==> src/rtl/alu_pkg.sv <==
// -----------------------------------------------------------------------------
// alu_pkg
// Shared definitions for the arbitrated ALU: datapath width, the six-bit ALU
// control word, the arbiter FSM states and named control encodings.
// -----------------------------------------------------------------------------
package alu_pkg;

   localparam int unsigned ALU_W = 16;

   // Control word, MSB first: {zx, nx, zy, ny, f, no}.
   typedef struct packed {
      logic zx;   // zero x
      logic nx;   // invert x
      logic zy;   // zero y
      logic ny;   // invert y
      logic f;    // 1: x+y, 0: x&y
      logic no;   // invert result
   } alu_ctrl_t;

   typedef enum logic [1:0] {
      IDLE = 2'd0,
      EXEC = 2'd1,
      RESP = 2'd2
   } arb_state_e;

   localparam alu_ctrl_t CTRL_ADD    = 6'b000010;
   localparam alu_ctrl_t CTRL_SUB_XY = 6'b010011;
   localparam alu_ctrl_t CTRL_ZERO   = 6'b101010;
   localparam alu_ctrl_t CTRL_ONE    = 6'b111111;
   localparam alu_ctrl_t CTRL_AND    = 6'b000000;

endpackage : alu_pkg

==> src/rtl/alu.sv <==
// -----------------------------------------------------------------------------
// alu
// Purely combinational ALU shared by both requesters of alu_arbiter.
//   x_i, y_i : operands (W bits, two's complement)
//   ctrl_i   : control word {zx,nx,zy,ny,f,no}
//   out_o    : result
//   zr_o     : result is zero
//   ng_o     : result is negative (sign bit)
// -----------------------------------------------------------------------------
module alu
   import alu_pkg::*;
#(
   parameter int W = ALU_W
) (
   input  logic [W-1:0] x_i,
   input  logic [W-1:0] y_i,
   input  alu_ctrl_t    ctrl_i,
   output logic [W-1:0] out_o,
   output logic         zr_o,
   output logic         ng_o
);

   logic [W-1:0] x_z, x_n;
   logic [W-1:0] y_z, y_n;
   logic [W-1:0] f_res;

   // Operand conditioning is applied zero-then-invert, so zx+nx yields all ones.
   assign x_z   = ctrl_i.zx ? '0 : x_i;
   assign x_n   = ctrl_i.nx ? ~x_z : x_z;
   assign y_z   = ctrl_i.zy ? '0 : y_i;
   assign y_n   = ctrl_i.ny ? ~y_z : y_z;

   // Addition wraps modulo 2^W; the carry out is intentionally dropped.
   assign f_res = ctrl_i.f ? (x_n + y_n) : (x_n & y_n);
   assign out_o = ctrl_i.no ? ~f_res : f_res;

   assign zr_o  = (out_o == '0);
   assign ng_o  = out_o[W-1];

endmodule : alu

==> src/rtl/alu_arbiter.sv <==
// -----------------------------------------------------------------------------
// alu_arbiter
// Two requesters share one combinational ALU. A request is accepted in IDLE,
// computed in EXEC and its registered result is held in RESP until consumed.
// Ties are broken round-robin against the last granted requester.
//   clk, rst                : clock, synchronous active-high reset
//   reqN_valid / reqN_ready : request handshake for requester N (ready is comb)
//   reqN_x, reqN_y          : signed operands
//   reqN_ctrl               : ALU control {zx,nx,zy,ny,f,no}
//   rsp_valid / rsp_ready   : response handshake
//   rsp_id                  : requester that owns the response
//   rsp_out, rsp_zr, rsp_ng : result and its zero / negative flags
//   op_count                : completed responses, wraps at 16 bits
// -----------------------------------------------------------------------------
module alu_arbiter
   import alu_pkg::*;
#(
   parameter int W = ALU_W
) (
   input  logic                clk,
   input  logic                rst,

   input  logic                req0_valid,
   output logic                req0_ready,
   input  logic signed [W-1:0] req0_x,
   input  logic signed [W-1:0] req0_y,
   input  logic [5:0]          req0_ctrl,

   input  logic                req1_valid,
   output logic                req1_ready,
   input  logic signed [W-1:0] req1_x,
   input  logic signed [W-1:0] req1_y,
   input  logic [5:0]          req1_ctrl,

   output logic                rsp_valid,
   input  logic                rsp_ready,
   output logic                rsp_id,
   output logic signed [W-1:0] rsp_out,
   output logic                rsp_zr,
   output logic                rsp_ng,
   output logic [15:0]         op_count
);

   arb_state_e   state_q, state_d;

   logic         last_grant_q, last_grant_d;
   logic         sel;
   logic         hs;

   logic [W-1:0] op_x_q, op_x_d;
   logic [W-1:0] op_y_q, op_y_d;
   alu_ctrl_t    op_ctrl_q, op_ctrl_d;
   logic         op_id_q, op_id_d;

   logic         rsp_valid_q, rsp_valid_d;
   logic         rsp_id_q, rsp_id_d;
   logic [W-1:0] rsp_out_q, rsp_out_d;
   logic         rsp_zr_q, rsp_zr_d;
   logic         rsp_ng_q, rsp_ng_d;
   logic [15:0]  op_count_q, op_count_d;

   logic [W-1:0] alu_out;
   logic         alu_zr;
   logic         alu_ng;

   // ---------------------------------------------------------------- arbiter
   // A lone requester wins outright; on a tie the one not granted last wins.
   always_comb begin
      sel = req1_valid;
      if (req0_valid && req1_valid) begin
         sel = ~last_grant_q;
      end
   end

   assign hs = (state_q == IDLE) && (req0_valid || req1_valid);

   // ---------------------------------------------------------- state register
   always_ff @(posedge clk) begin
      // NOTE: sequential state uses non-blocking <= so every register samples
      // pre-edge values regardless of process ordering.
      if (rst) begin
         state_q <= IDLE;
      end else begin
         state_q <= state_d;
      end
   end

   // -------------------------------------------------------------- next state
   always_comb begin
      // NOTE: default assignment first so no path leaves state_d unassigned,
      // which would otherwise infer a latch.
      state_d = state_q;
      unique case (state_q)
         IDLE:    if (req0_valid || req1_valid) state_d = EXEC;
         EXEC:    state_d = RESP;
         RESP:    if (rsp_ready) state_d = IDLE;
         default: state_d = IDLE;
      endcase
   end

   // ------------------------------------------------------------- FSM outputs
   always_comb begin
      req0_ready = 1'b0;
      req1_ready = 1'b0;
      if (state_q == IDLE) begin
         req0_ready = req0_valid && !sel;
         req1_ready = req1_valid &&  sel;
      end
   end

   // ------------------------------------------------------ datapath next-state
   always_comb begin
      last_grant_d = last_grant_q;
      op_x_d       = op_x_q;
      op_y_d       = op_y_q;
      op_ctrl_d    = op_ctrl_q;
      op_id_d      = op_id_q;
      rsp_valid_d  = rsp_valid_q;
      rsp_id_d     = rsp_id_q;
      rsp_out_d    = rsp_out_q;
      rsp_zr_d     = rsp_zr_q;
      rsp_ng_d     = rsp_ng_q;
      op_count_d   = op_count_q;

      // Operands are captured at the handshake so later input changes cannot
      // disturb the pending result.
      if (hs) begin
         if (sel) begin
            op_x_d    = req1_x;
            op_y_d    = req1_y;
            op_ctrl_d = alu_ctrl_t'(req1_ctrl);
         end else begin
            op_x_d    = req0_x;
            op_y_d    = req0_y;
            op_ctrl_d = alu_ctrl_t'(req0_ctrl);
         end
         op_id_d      = sel;
         last_grant_d = sel;
      end

      if (state_q == EXEC) begin
         rsp_valid_d = 1'b1;
         rsp_id_d    = op_id_q;
         rsp_out_d   = alu_out;
         rsp_zr_d    = alu_zr;
         rsp_ng_d    = alu_ng;
      end

      // Result fields stay put after acceptance; only valid drops.
      if ((state_q == RESP) && rsp_ready) begin
         rsp_valid_d = 1'b0;
         op_count_d  = op_count_q + 16'd1;
      end
   end

   // --------------------------------------------------- control / response regs
   always_ff @(posedge clk) begin
      if (rst) begin
         last_grant_q <= 1'b1;
         rsp_valid_q  <= 1'b0;
         rsp_id_q     <= 1'b0;
         rsp_out_q    <= '0;
         rsp_zr_q     <= 1'b0;
         rsp_ng_q     <= 1'b0;
         op_count_q   <= 16'd0;
      end else begin
         last_grant_q <= last_grant_d;
         rsp_valid_q  <= rsp_valid_d;
         rsp_id_q     <= rsp_id_d;
         rsp_out_q    <= rsp_out_d;
         rsp_zr_q     <= rsp_zr_d;
         rsp_ng_q     <= rsp_ng_d;
         op_count_q   <= op_count_d;
      end
   end

   // ----------------------------------------------------------- operand regs
   // NOTE: operand registers carry no reset; they are always written at the
   // handshake before EXEC consumes them, so their power-up value is never seen.
   always_ff @(posedge clk) begin
      op_x_q    <= op_x_d;
      op_y_q    <= op_y_d;
      op_ctrl_q <= op_ctrl_d;
      op_id_q   <= op_id_d;
   end

   // ------------------------------------------------------------- shared ALU
   alu #(
      .W (W)
   ) u_alu (
      .x_i    (op_x_q),
      .y_i    (op_y_q),
      .ctrl_i (op_ctrl_q),
      .out_o  (alu_out),
      .zr_o   (alu_zr),
      .ng_o   (alu_ng)
   );

   assign rsp_valid = rsp_valid_q;
   assign rsp_id    = rsp_id_q;
   assign rsp_out   = rsp_out_q;
   assign rsp_zr    = rsp_zr_q;
   assign rsp_ng    = rsp_ng_q;
   assign op_count  = op_count_q;

endmodule : alu_arbiter

==> config.mk <==
export PLATFORM = sky130hd
export DESIGN_NAME = alu_arbiter
export DESIGN_NICKNAME = d
export VERILOG_FILES = /design/src/rtl/alu_pkg.sv /design/src/rtl/alu.sv /design/src/rtl/alu_arbiter.sv
export SDC_FILE = /design/constraint.sdc
export NUM_CORES = 1
export LEC_CHECK = 0
export CORE_UTILIZATION = 50
export CTS_CLUSTER_SIZE = 40
export DETAILED_ROUTE_END_ITERATION = 10
export PLACE_DENSITY = 0.79
export SYNTH_ARGS = -nofsm -noshare
export SYNTH_HDL_FRONTEND = slang
export SYNTH_SLANG_ARGS = --single-unit
==> constraint.sdc <==
create_clock -name clk -period 4.7 [get_ports clk]
set_clock_uncertainty 0.2 [all_clocks]
set_input_delay 0.94 -clock clk [delete_from_list [all_inputs] [get_ports clk]]
set_output_delay 0.94 -clock clk [all_outputs]
set_load 0.03 [all_outputs]
==> impl_metrics.yaml, run 1 <==
worst_setup_path:
  cpPeakStageDelay_ps: 890
  crit_required_ps: 4810
  crit_chain: "xnor2_1 > ha_1 > fa_1 > a21oi_2 > o211a_4 > o21ai_0 > o2bb2ai_1 > nand3b_1 > or4_4 > a2111oi_2 > a31o_1"
  slowest_stage: "edfxtp_1"
  crit_type: "reg -> reg"
  cpLargestDelayFamily: "compound AO/OA/AOI/OAI gates"
  cp_max_fo: 16
  r2r_slack_ps: 760
  cp-end-kind: "flip-flop"
  rr_worst_depth: 11
  reg2reg_from: "op_ctrl_q[4]"
  cp-start-kind: "flip-flop"
  rr_endpoint: "rsp_zr"
  cp_num_buf_inv: 0
  cp.arrival_ps: 4050
logic_synthesis:
  yosysUniqueCellTypes: 60
  synth_edf_count: 39
  synth_top_area_share_pct: 24.7
  synth_most_common_cell: "xnor2_1"
  ys_async_sr_fraction_pct: 0
  synth_area_mm2: 0.00474
  yosys-top-cells-count: "xnor2_1, nand2_1, edfxtp_1, dfxtp_1, mux2_2"
  synthTopCellsByArea: "edfxtp_1, dfxtp_1, xnor2_1"
  ys_seq_area_share_pct: 40.7
  synthFlopType: "edfxtp_1"
  yosysWarningCount: 0
  synthesis.nets: 577
  syn_inst: 478
  avgSynthCellArea_um2: 9.92
  synth.ff_latch_count: 77
  synth_top_cell_by_area: "edfxtp_1"
floorplanning:
  die_y_um: 99.4
  die_area_mm2: 0.00988
  row_count: 35
  io_pins: 119
  core_area_mm2: 0.00920
  die_x_um: 99.4
  start_util_pct: 51.6
grt:
  grt_pass1_vias: 3435
  overflow: 0
  grt_max_degree: 40
  grt_usage_pct: 20.4
  antenna_found_initial: 0
  grt_pass1_wl_um: 15800
drt:
  drcViolationCount: 0
  ant_nets: 0
  firstDrtPassIters: 4
  vias: 3662
  totalWireLength_um: 9440
  drtIter0Drc: 107
  routedWlPerCell_um: 13.5
  vias_per_cell: 5.24
cells_and_area:
  drive_gt1_share_pct: 11.6
  regArea_mm2: 0.00193
  antenna_cells: 0
  layout.nets: 682
  areaGrowthSynthToFinish_pct: 29.8
  fillers: 764
  multi_input_area_mm2: 0.00268
clock_network:
  clock_path_buffers: 2
  cts.clk_slew.worst_paths_ps: 80
  cts_hold_buffers: 0
  htreeDepth: 3
  cts_inserted_buffers: 9
  cts-root-buf: "clkbuf_8"
  cts_tree: "built"
  cts_setup_buffers: 0
  insertion_delay_ps: 360
  post_cts_resize_count: 0
  cts_sinks: 77
sta:
  fin_hold_ws_ps: 251
  rsz0062_at_grt: "false"
  period_needed_ps: 3940
  maxClockFrequency_ghz: 0.254
  post-route-period-util_pct: 83.9
  slew_violations: 0
  finalSetupViolCount: 0
  worst_pin_slew_ps: 1130
  finalHoldViolCount: 0
  setup_tns_ps: 0
  max_slew_margin_pct: 24.4
placement:
  numPortBuffers: 118
  dp_hpwl_um: 7280
  place_congestion: 0.826
power:
  ir_drop_mv: 0.149
  power_leakage_nw: 2.25
  p_per_area_mw_per_mm2: 378
flow_run:
  drv_cap: 0
status:
  status: "finished clean"
hold_path:
  holdCritStartpoint: "rsp_out[8]"
  hold_end: "rsp_out[8]"
  holdPathStages: 2
  hp-class: "reg -> reg"
==> power breakdown <==
part / internal, mW / leakage (nW) / total [mW] / switching (mW)
Combinational: 0.504 / 1.47 / 1.04 / 0.539
Sequential: 0.786 / 0.691 / 0.839 / 0.0528
Clock: 0.196 / 0.0876 / 0.444 / 0.249
Total: 1.49 / 2.25 / 2.33 / 0.840
==> final cells by class <==
class | count | share of cell area (%)
Inverter | 7 | 0.427
Sequential cell | 77 | 31.4
Clock buffer | 11 | 2.15
Multi-Input combinational cell | 366 | 43.6
Tap cell | 111 | 2.26
Clock inverter | 5 | 0.549
Timing Repair Buffer | 122 | 19.7
==> cell families (layout without fill, tap and decap cells) <==
group | after synthesis | in the layout | synth area share, %
AOI/OAI and AO/OA | 65 | 65 | 9.18
xor gates and xnor gates | 68 | 68 | 12.6
adders and majority gates | 18 | 18 | 4.91
buffers and inverters | 35 | 145 | 2.95
DFF | 77 | 77 | 40.7
muxes | 49 | 49 | 11.4
and+or+nand+nor | 166 | 166 | 18.3
==> layout by cell type, fill, tap and decap left out, types with 6 or more instances in the layout <==
cell	n
nor3_1	6
nand2b_1	33
nand3_1	6
o21ai_0	9
nor2_1	32
clkbuf_8	9
xnor2_1	52
dfxtp_1	38
xor2_1	16
clkdlybuf4s50_1	118
inv_1	7
mux2_2	38
edfxtp_1	39
nand2_1	45
mux2i_1	10
a21oi_1	26
ha_1	17
==> how the worst max path moves through the flow <==
stage / start / endpoint / slack, ps / depth (start not counted)
floorplan: op_ctrl_q[4] / rsp_zr / 900 / 13
global placement: op_ctrl_q[4] / rsp_zr / 900 / 11
detailed placement: op_ctrl_q[4] / rsp_zr / 800 / 11
CTS: op_ctrl_q[4] / rsp_zr / 770 / 11
global route: op_ctrl_q[2] / rsp_zr / 510 / 11
finish: op_ctrl_q[4] / rsp_zr / 760 / 11
==> sequential cells by signal, summed over array words and instances, names as in the netlist, 2 cells and up <==
signal / flops
op_ctrl_q: 6
op_y_q: 16
rsp_out: 16
state_q: 2
op_x_q: 16
op_count: 16
==> metal layers <==
metal  vias up  part of all wire (%)  GRT usage, %  wire, um
met3        13                   4.2          4.43       399
met4         0                   1.8          8.60       171
met5         -                     0             0         0
met2       103                    46          33.1      4320
li1       1877                     -             -         -
met1      1669                    48          26.3      4550
==> metrics by stage <==
stage | std cells | setup slack (ps) | util (%) | area [um^2] | total power, mW
2_1_floorplan | 478 | 901 | - | 4740 | 1.63
3_3_place_gp | 683 | 903 | 65.1 | 5990 | 1.88
3_5_place_dp | 683 | 799 | 65.1 | 5990 | 1.89
4_1_cts | 699 | 768 | 67.0 | 6160 | 2.34
5_1_grt | 699 | 514 | 67.0 | 6160 | 2.49
6_report | 699 | 758 | 67.0 | 6160 | 2.33
==> worst reg2reg max path, cell delays in order, from the launching register on <==
cell and delay (ps):
edfxtp_1 890, xnor2_1 200, ha_1 280, fa_1 450
a21oi_2 200, o211a_4 210, o21ai_0 90, o2bb2ai_1 310
nand3b_1 110, or4_4 420, a2111oi_2 370, a31o_1 180
(Power assumes the default switching activity.)
==> inputs of run 2 (changes only) <==
--- a/config.mk
+++ b/config.mk
@@ -5,10 +5,10 @@
 export SDC_FILE = /design/constraint.sdc
 export NUM_CORES = 1
 export LEC_CHECK = 0
-export CORE_UTILIZATION = 50
+export CORE_UTILIZATION = 45
 export CTS_CLUSTER_SIZE = 40
 export DETAILED_ROUTE_END_ITERATION = 10
-export PLACE_DENSITY = 0.79
+export PLACE_DENSITY = 0.75
 export SYNTH_ARGS = -nofsm -noshare
 export SYNTH_HDL_FRONTEND = slang
 export SYNTH_SLANG_ARGS = --single-unit
==> constraint.sdc (replaced) <==
create_clock -name clk -period 3.3 [get_ports clk]
set_clock_uncertainty 0.2 [all_clocks]
set_input_delay 0.66 -clock clk [delete_from_list [all_inputs] [get_ports clk]]
set_output_delay 0.66 -clock clk [all_outputs]
set_load 0.03 [all_outputs]
==> impl_metrics.yaml, run 2 (synthesis results as in run 1) <==
floorplanning:
  start_util_pct: 46.2
  die_area_mm2: 0.0110
  die_y_um: 105
  row_count: 37
  core_area_mm2: 0.0103
  io_pins: 119
  die_x_um: 105
power:
  p_per_area_mw_per_mm2: 556
  clock_power_share_pct: 17.5
  ir_drop_mv: 0.257
  internal_power_mw: 2.43
  p_comb_share_pct: 50.9
  p_sw_mw: 1.30
  p_seq_share_pct: 31.6
  power_leakage_nw: 2.53
  swShare_pct: 34.8
drt:
  drcViolationCount: 0
  ant_nets: 0
  totalWireLength_um: 9460
  vias_per_cell: 4.92
  drtIter0Drc: 131
  routedWlPerCell_um: 12.3
  vias: 3769
  firstDrtPassIters: 5
clock_network:
  cts.clk_slew.worst_paths_ps: 80
  clock_path_buffers: 2
  cts_sinks: 77
  cts_inserted_buffers: 9
  htreeDepth: 3
  insertion_delay_ps: 350
  cts-root-buf: "clkbuf_8"
  cts_tree: "built"
worst_setup_path:
  rr_worst_depth: 14
  cp_max_fo: 5
  crit_type: "reg -> reg"
  r2r_slack_ps: -40
  cp.arrival_ps: 3440
  cp-end-kind: "flip-flop"
  crit_required_ps: 3400
  cp-start-kind: "flip-flop"
status:
  status: "finished, violations left"
  violations: "negative setup slack"
flow_run:
  drv_cap: 0
cells_and_area:
  antenna_cells: 0
  layout.nets: 724
  drive_gt1_share_pct: 21.6
  areaGrowthSynthToFinish_pct: 41.5
  final_common_cell: "clkdlybuf4s50_1"
  fin_cells: 766
  finalCoreUtilization_pct: 65.3
  final_cell_mix: "clkdlybuf4s50_1, xnor2_1, nand2_1, buf_4, edfxtp_1"
hold_path:
  holdPathStages: 2
  hp-class: "reg -> reg"
sta:
  period_needed_ps: 3340
  max_slew_margin_pct: 29.0
  worst_pin_slew_ps: 1060
  slew_violations: 0
  finalSetupViolCount: 1
  finalWorstSetupSlack_ps: -43.4
  finalHoldViolCount: 0
  post-route-period-util_pct: 101
  maxClockFrequency_ghz: 0.299
  rsz0062_at_grt: "true"
grt:
  grt_pass1_wl_um: 16700
  grt_pass1_vias: 3747
  grt_max_degree: 40
  antenna_found_initial: 0
  grt_usage_pct: 18.6
  overflow: 0
placement:
  dp_hpwl_um: 7410
  numPortBuffers: 118
  place_inst: 740
  place_congestion: 0.804
[run 2: cell types whose count changed in the layout (fill, tap and decap cells not counted), sizes merged]
cell	delta
buf	+42
clkinv	+1
inv	-1
[run 2: layout make-up]
class / count / area (um^2)
inverters: 7 / 26.3
clock inverters: 5 / 32.5
fillers: 845 / 3570
repair buffers: 164 / 1540
well taps: 136 / 170
flip-flops and latches: 77 / 1930
multi-input cells: 366 / 2860
clock buffers: 11 / 151
[run 2: power by group through the flow]
stage                     clock network [mW]  registers, mW  logic, mW
final                                  0.653           1.18       1.90
after global routing                   0.723           1.19       2.08
after CTS                              0.671           1.18       1.85
after detailed placement                   0           1.20       1.74
after global placement                     0           1.20       1.71
after floorplan                            0           1.24       1.12
[run 2: timing repair]
action,CTS,global route
hold buffers,0,0
hold endpoints to repair,0,0
setup buffers,8,4
resized for setup,16,9
endpoints found under the setup margin,5,5
pin swaps,16,8
[run 2: per-stage QoR]
stage	worst slack, ps	hold WS [ps]	setup TNS (ps)	cell area [um^2]	power, mW
after floorplan	8.80	236	0	4840	2.36
after global placement	-99.7	240	-197	6340	2.90
after detailed placement	-199	246	-443	6340	2.94
after CTS	-19.5	257	-33.5	6660	3.70
after global routing	-181	291	-527	6710	3.99
final	-43.4	253	-43.4	6710	3.73
[run 2: worst paths after layout]
kind	from	endpoint
min reg2reg	rsp_out[7]	rsp_out[7]
max reg2reg	op_ctrl_q[5]	rsp_zr
min	rsp_out[7]	rsp_out[7]
max	op_ctrl_q[5]	rsp_zr
[run 2: per-layer routing]
| layer | wire [um] | up-vias | track usage [%] |
|---|---|---|---|
| li1 | - | 1970 | - |
| met1 | 4600 | 1693 | 24.5 |
| met2 | 4350 | 98 | 30.4 |
| met3 | 397 | 8 | 4.05 |
| met4 | 108 | 0 | 6.04 |
| met5 | 0 | - | 0 |
[run 2: worst max-delay path: stages (launching register included)]
cell and delay (ps):
edfxtp_1 460, nand2b_4 180, xnor2_2 130, ha_2 200
fa_2 370, a21oi_4 150, o211a_4 210, buf_6 100
nor3_1 40, or3_1 360, a31oi_1 200, xnor2_1 110
nand3b_1 210, a2111oi_4 210, a31o_1 180
